===== config.mk =====
export PLATFORM = sky130hd
export DESIGN_NAME = pixel_readout_ctrl
export DESIGN_NICKNAME = d
export VERILOG_FILES = /design/src/rtl/pixel_readout_ctrl.sv
export SDC_FILE = /design/constraint.sdc
export NUM_CORES = 1
export LEC_CHECK = 0
export CAP_MARGIN = 5
export CORE_MARGIN = 10
export CORE_UTILIZATION = 38
export CTS_CLUSTER_DIAMETER = 100
export CTS_CLUSTER_SIZE = 10
export DETAILED_ROUTE_END_ITERATION = 7
export PLACE_DENSITY = 0.7
export SYNTH_ARGS = -nofsm -noshare
export SYNTH_HDL_FRONTEND = slang
export SYNTH_SLANG_ARGS = --single-unit
export TNS_END_PERCENT = 30

===== constraint.sdc =====
create_clock -name clk -period 3.9 [get_ports clk]
set_input_delay 0.585 -clock clk [delete_from_list [all_inputs] [get_ports clk]]
set_output_delay 0.585 -clock clk [all_outputs]
set_load 0.1 [all_outputs]

===== src/rtl/pixel_readout_ctrl.sv =====
// Row-buffered pixel serializer: a 2-entry row FIFO is drained one pixel at a time onto a valid/ready stream.
// Optional macro PIXEL_READOUT_SOF_EOL_EN adds the pix_sof / pix_eol stream markers.
module pixel_readout_ctrl #(
  parameter int PIXEL_ARRAY_WIDTH  = 4,
  parameter int PIXEL_ARRAY_HEIGHT = 4,
  localparam int ROW_W = (PIXEL_ARRAY_HEIGHT > 1) ? $clog2(PIXEL_ARRAY_HEIGHT) : 1,
  localparam int COL_W = (PIXEL_ARRAY_WIDTH > 1) ? $clog2(PIXEL_ARRAY_WIDTH) : 1,
  localparam int DW    = PIXEL_ARRAY_WIDTH * 8
) (
  input  logic                          clk,
  input  logic                          reset,
  input  logic [PIXEL_ARRAY_HEIGHT-1:0] row_select,
  input  logic                          row_valid,
  input  logic [DW-1:0]                 data_in,
  output logic                          hold,
  output logic [7:0]                    pix_data,
  output logic [ROW_W-1:0]              pix_row,
  output logic [COL_W-1:0]              pix_col,
  output logic                          pix_valid,
  input  logic                          pix_ready,
  output logic                          frame_done,
  output logic                          overrun
`ifdef PIXEL_READOUT_SOF_EOL_EN
  ,
  output logic                          pix_sof,
  output logic                          pix_eol
`endif
);

  logic [DW-1:0]    r_mem_data [2];
  logic [ROW_W-1:0] r_mem_row  [2];
  logic             r_wr_ptr;
  logic             r_rd_ptr;
  logic [1:0]       r_count;
  logic [COL_W-1:0] r_col;
  logic             r_frame_done;
  logic             r_overrun;

  logic             w_sel_any;
  logic [ROW_W-1:0] w_sel_idx;
  logic             w_valid;
  logic             w_full;
  logic             w_xfer;
  logic             w_last_col;
  logic             w_pop;
  logic             w_push;
  logic             w_drop;
  logic [DW-1:0]    w_head_data;
  logic [ROW_W-1:0] w_head_row;

  // Descending scan so the lowest set bit of row_select wins.
  always_comb begin
    w_sel_idx = '0;
    for (int i = PIXEL_ARRAY_HEIGHT - 1; i >= 0; i--) begin
      if (row_select[i]) w_sel_idx = ROW_W'(i);
    end
  end

  assign w_sel_any   = |row_select;
  assign w_valid     = (r_count != 2'd0);
  assign w_full      = (r_count == 2'd2);
  assign w_xfer      = w_valid & pix_ready;
  assign w_last_col  = (r_col == COL_W'(PIXEL_ARRAY_WIDTH - 1));
  assign w_pop       = w_xfer & w_last_col;
  // A full FIFO still accepts a row when the head row is leaving this same cycle.
  assign w_push      = row_valid & w_sel_any & (~w_full | w_pop);
  assign w_drop      = row_valid & w_sel_any & w_full & ~w_pop;
  assign w_head_data = r_mem_data[r_rd_ptr];
  assign w_head_row  = r_mem_row[r_rd_ptr];

  assign hold       = w_full;
  assign pix_valid  = w_valid;
  assign pix_data   = w_valid ? w_head_data[{r_col, 3'b000} +: 8] : 8'd0;
  assign pix_row    = w_valid ? w_head_row : '0;
  assign pix_col    = w_valid ? r_col : '0;
  assign frame_done = r_frame_done;
  assign overrun    = r_overrun;

`ifdef PIXEL_READOUT_SOF_EOL_EN
  assign pix_sof = w_valid & (w_head_row == '0) & (r_col == '0);
  assign pix_eol = w_valid & w_last_col;
`endif

  // Row storage carries no reset; occupancy is tracked by r_count alone.
  always_ff @(posedge clk) begin
    if (w_push) begin
      r_mem_data[r_wr_ptr] <= data_in;
      r_mem_row[r_wr_ptr]  <= w_sel_idx;
    end
  end

  always_ff @(posedge clk or posedge reset) begin
    if (reset) begin
      r_wr_ptr     <= 1'b0;
      r_rd_ptr     <= 1'b0;
      r_count      <= 2'd0;
      r_col        <= '0;
      r_frame_done <= 1'b0;
      r_overrun    <= 1'b0;
    end else begin
      r_frame_done <= w_pop & (w_head_row == ROW_W'(PIXEL_ARRAY_HEIGHT - 1));
      if (w_drop) r_overrun <= 1'b1;
      if (w_xfer) r_col <= w_last_col ? '0 : r_col + 1'b1;
      if (w_push) r_wr_ptr <= ~r_wr_ptr;
      if (w_pop)  r_rd_ptr <= ~r_rd_ptr;
      case ({w_push, w_pop})
        2'b10:   r_count <= r_count + 2'd1;
        2'b01:   r_count <= r_count - 2'd1;
        default: r_count <= r_count;
      endcase
    end
  end

endmodule


==> Word level (Yosys, flattened, before mapping) <==
Memories as Yosys holds them, arrays and structs flattened.
Cells that the tools add are included.
{ "word_totals": {"in_bits": 40, "ram_bits": 68, "register_bits": 8, "latchBits": 0, "mem_bits_ro": 0, "elab_cells": 43, "mem_count": 2, "output_inout_bits": 16} }
{ "classes": {"shift": 1, "addsub": 3, "mul": 0, "n_mux": 11, "magnitude_cmp": 0, "n_div": 0, "reduce_logical": 3, "eq_ne": 5, "n_bitwise": 12} }
{ "memory_table": {"columns": ["memory", "depth", "width", "rd", "rd_ports_with_merged_regs", "write_ports", "line", "text"], "rows": [
  ["r_mem_data", 2, 32, 1, 0, 1, "30", "logic [DW-1:0] r_mem_data [2];"],
  ["r_mem_row", 2, 2, 1, 0, 1, "31", "logic [ROW_W-1:0] r_mem_row [2];"]
]} }
{ "op_table": {"columns": ["cell", "n"], "rows": [
  ["$shiftx A32 B6 Y8", 1],
  ["$mux W2", 7],
  ["$eq A2 B2 Y1 const B", 4],
  ["$mux W8", 1],
  ["$and A1 B1 Y1", 7],
  ["$add A2 B1 Y2 const B", 2],
  ["$not A1 Y1", 4],
  ["$pmux W2 S2", 1],
  ["$reduce_bool A2 Y1", 2],
  ["$reduce_or A4 Y1", 1],
  ["$eq A2 B1 Y1 const B", 1],
  ["$mux W1", 2],
  ["$sub A2 B1 Y2 const B", 1],
  ["$or A1 B1 Y1", 1]
]} }

==> Longest topological paths before layout <==
{ "depth": {"word_depth": 7, "depth_mapped": 5, "depth_no_buf": 4} }

==> Worst setup path after synthesis <==
OpenSTA, ideal clock, no wires.
{ "synth_timing": {"path_type": "flip-flop to flip-flop", "startpoint": "register r_count[1]", "endpoint": "memory r_mem_data[0][0] in the netlist's numbering, enable pin", "arrival_time_ns": 2.849, "slack_ns": 0.622, "period_less_slack_ns": 3.278, "setup_time_ns": 0.429, "n_path_buf": 0, "path_stages_with_launch": 4, "path_cell_list": "dfrtp_1 nor2b_1 a21oi_1 nor2b_1"} }
{ "synth_between": {"word_cells_on_any_way": 9} }
{ "synth_lines": {"columns": ["element", "line", "text"], "rows": [
  ["from (decl)", "34", "logic [1:0] r_count;"],
  ["from (signal assigned)", "107", "2'b10: r_count <= r_count + 2'd1;"],
  ["from (signal assigned)", "108", "2'b01: r_count <= r_count - 2'd1;"],
  ["from (signal assigned)", "109", "default: r_count <= r_count;"],
  ["$eq A2 B2 Y1", "61", "assign w_full = (r_count == 2'd2);"],
  ["via hold", "15", "output logic hold,"],
  ["$not A1 Y1", "66", "assign w_push = row_valid & w_sel_any & (~w_full | w_pop);"],
  ["$or A1 B1 Y1", "66", null],
  ["$and A1 B1 Y1", "66", null],
  ["$mux W1", "86", "if (w_push) begin"],
  ["$mux W1 (implied by the code)", "87", "r_mem_data[r_wr_ptr] <= data_in;"],
  ["to (decl)", "30", null]
]} }
The timed path passes the listed nets, and every way through them passes these cells.

==> Worst setup path in the final report <==
{ "layout_timing": {"startpoint": "register r_col[0]", "endpoint": "output port pix_data[7]"} }
{ "layout_between": {"elab_chain_len": 2} }
{ "layout_rtl": {"columns": ["element", "line", "text"], "rows": [
  ["from (decl)", "35", "logic [COL_W-1:0] r_col;"],
  ["from (signal assigned)", "103", "if (w_xfer) r_col <= w_last_col ? '0 : r_col + 1'b1;"],
  ["$shiftx A32 B6 Y8", "73", "assign pix_data = w_valid ? w_head_data[{r_col, 3'b000} +: 8] : 8'd0;"],
  ["$mux W8", "73", null],
  ["to (decl)", "16", "output logic [7:0] pix_data,"]
]} }
Every way passes these cells.

==> impl_metrics.json <==
{
  "path_common_cell": "buf_4",
  "setup_violations": 0,
  "dpl.hpwl_um": 4390,
  "initial_utilization": 0.396,
  "grt_start_max_net_pins": 22,
  "period_needed_ps": 2960,
  "cts_setup_buffers": 0,
  "postSynthAreaPerCell_um2": 16.8,
  "dieArea_um2": 12100,
  "cts-buffers-inserted": 9,
  "ant_nets": 0,
  "rsz0062_at_grt": "no",
  "grtUsageTotal": 0.102,
  "grt_first_pass_wirelength_um": 9400,
  "critPathBufInv": 2,
  "final_common_cell": "edfxtp_1",
  "fin_worst_skew_ps": 4.02,
  "final-hold-violation-count": 0,
  "io-pin-count": 56,
  "remaining_drc_errors": 0,
  "cts_tree": "yes",
  "antenna_found_initial": 0,
  "crit_start": "r_col[0]",
  "yosys_warnings": 0,
  "drive_gt1_frac": 0.139,
  "timing.setup.critical_path_class": "reg2out",
  "dr_total_vias": 1742,
  "fmax_mhz": 338,
  "grt_pass1_vias": 1854,
  "die_y_um": 110,
  "detail_route.vias_per_cell": 4.92,
  "finalCritPeriodShare": 0.759,
  "yosysSeqAreaShare": 0.726,
  "nets": 288,
  "clock-sinks": 76,
  "syn_to_final_growth_pct": 28.1,
  "startpoint_type": "flop",
  "worstMarginPinSlew_ps": 992,
  "path_cells": "buf_4 -> mux2i_1 -> a22oi_1 -> and3_1 -> buf_4",
  "routed_wirelength_um": 6030,
  "firstDrtPassIters": 4,
  "wl_per_cell_um": 17.0,
  "worst_ep_required_time_ps": 3310,
  "insertedDiodeCount": 0,
  "numPortBuffers": 55,
  "syn_nets": 225,
  "ctsHoldBuffers": 0,
  "holdWs_ps": 499,
  "syn_area_um2": 3090,
  "dpl_worst_slack_ps": 1100,
  "max_slew_margin": 0.336,
  "gr-total-overflow": 0,
  "synth_cell_types": 29,
  "crit_path_top_delay_cell": "dfrtp_2",
  "cpLargestDelayFamily": "flip-flops",
  "clock_path_buffers": 2,
  "coreArea_um2": 7810,
  "ctsResizeCount": 0,
  "syn_inst": 184,
  "drt_iter0_drc": 84,
  "num_rows": 32,
  "dpl.cell_count": 338,
  "setup_ws_ps": 939,
  "worst-path-max-fanout": 21,
  "instances_no_fill": 354,
  "cap_violations": 0,
  "die_w_um": 110,
  "critPathArrivalTime_ps": 2380,
  "status": "finished clean",
  "n_fill_cell": 653,
  "slew_viol_final": 0,
  "clk_latency_ps": 330,
  "place_congestion": 0.718,
  "h-tree-depth": 3,
  "most-common-layout-cells": "edfxtp_1, clkdlybuf4s50_1, mux2i_1, a22oi_1, buf_4",
  "holdCritPathClass": "in2async",
  "cts-root-buf": "clkbuf_8",
  "ys_seq_elements": 76,
  "cp_slowest_stage_delay_ps": 750,
  "setup_tns_ps": 0,
  "r2r_start": "r_col[0]",
  "clk_pin_slew_ps": 70,
  "worst_setup_path_end_kind": "output port"
}
## kinds of logic (layout without fill, tap and decap cells)
kind of cell	Yosys count	in the layout	share of synthesized area
xor+xnor	4	4	0.0113
compound gates	25	25	0.0640
buf+inv	11	79	0.0178
simple gates	29	29	0.0527
flops	76	76	0.726
mux	38	38	0.124
fa+ha+maj	1	1	0.00405
## cell type report
type | instances | area (um^2) | share of cell area
Sequential cell | 76 | 2240 | 0.567
Multi-Input combinational cell | 97 | 793 | 0.201
Timing Repair Buffer | 60 | 566 | 0.143
Tap cell | 102 | 128 | 0.0323
Clock buffer | 9 | 124 | 0.0313
Clock inverter | 7 | 91.3 | 0.0231
Inverter | 3 | 11.3 | 0.00285
## flip-flops by register name (all words and copies together) (netlist names)
signal / count
r_mem_row: 4
frame_done: 1
r_col: 2
r_mem_data: 64
r_wr_ptr: 1
overrun: 1
r_count: 2
r_rd_ptr: 1
## cells in the mapped netlist, drive strengths merged
library cell / count / share of area
a21boi: 1 / 0.0024
a21o: 1 / 0.0024
a21oi: 3 / 0.0049
a22oi: 16 / 0.039
and2: 2 / 0.0041
and3: 8 / 0.016
and4b: 1 / 0.0032
buf: 6 / 0.012
clkbuf: 2 / 0.0024
dfrtp: 8 / 0.065
edfxtp: 68 / 0.66
ha: 1 / 0.0041
inv: 3 / 0.0036
mux2: 2 / 0.0073
mux2i: 36 / 0.12
nand2: 2 / 0.0024
nand3: 1 / 0.0016
nand3b: 1 / 0.0024
nor2: 6 / 0.0073
nor2b: 6 / 0.012
nor3: 2 / 0.0032
o211ai: 1 / 0.0024
o21ai: 1 / 0.0016
o21bai: 1 / 0.0024
o41ai: 1 / 0.0089
xnor2: 2 / 0.0057
xor2: 2 / 0.0057
## through the flow
| stage | util | instance area [um^2] |
|---|---|---|
| 3_5_place_dp | 0.479 | 3740 |
| 4_1_cts | 0.507 | 3960 |
| 5_1_grt | 0.507 | 3960 |
| 6_report | 0.507 | 3960 |
| 2_1_floorplan | - | 3090 |
| 3_3_place_gp | 0.479 | 3740 |
## layer usage
| metal | global-route usage | vias to the layer above | wire length [um] |
|---|---|---|---|
| li1 | - | 843 | - |
| met1 | 0.122 | 833 | 2530 |
| met2 | 0.159 | 60 | 2840 |
| met4 | 0.0495 | 0 | 62 |
| met3 | 0.0406 | 6 | 599 |
| met5 | 0 | - | 0 |
## final timing paths
path                                    end  slack, ps  cells after the start
setup / recovery                pix_data[7]        940                      5
hold / removal                   r_count[1]        500                      2
setup reg to reg           r_mem_data[0][6]       1250                      5
hold reg to reg                     overrun        500                      1
max in group asynchronous          r_col[0]       3140                      2
min in group clk                    overrun        500                      1
Power is left out: the tool's default activity adds up to more than one toggle a clock period on the data nets, which glitch-free logic cannot reach.
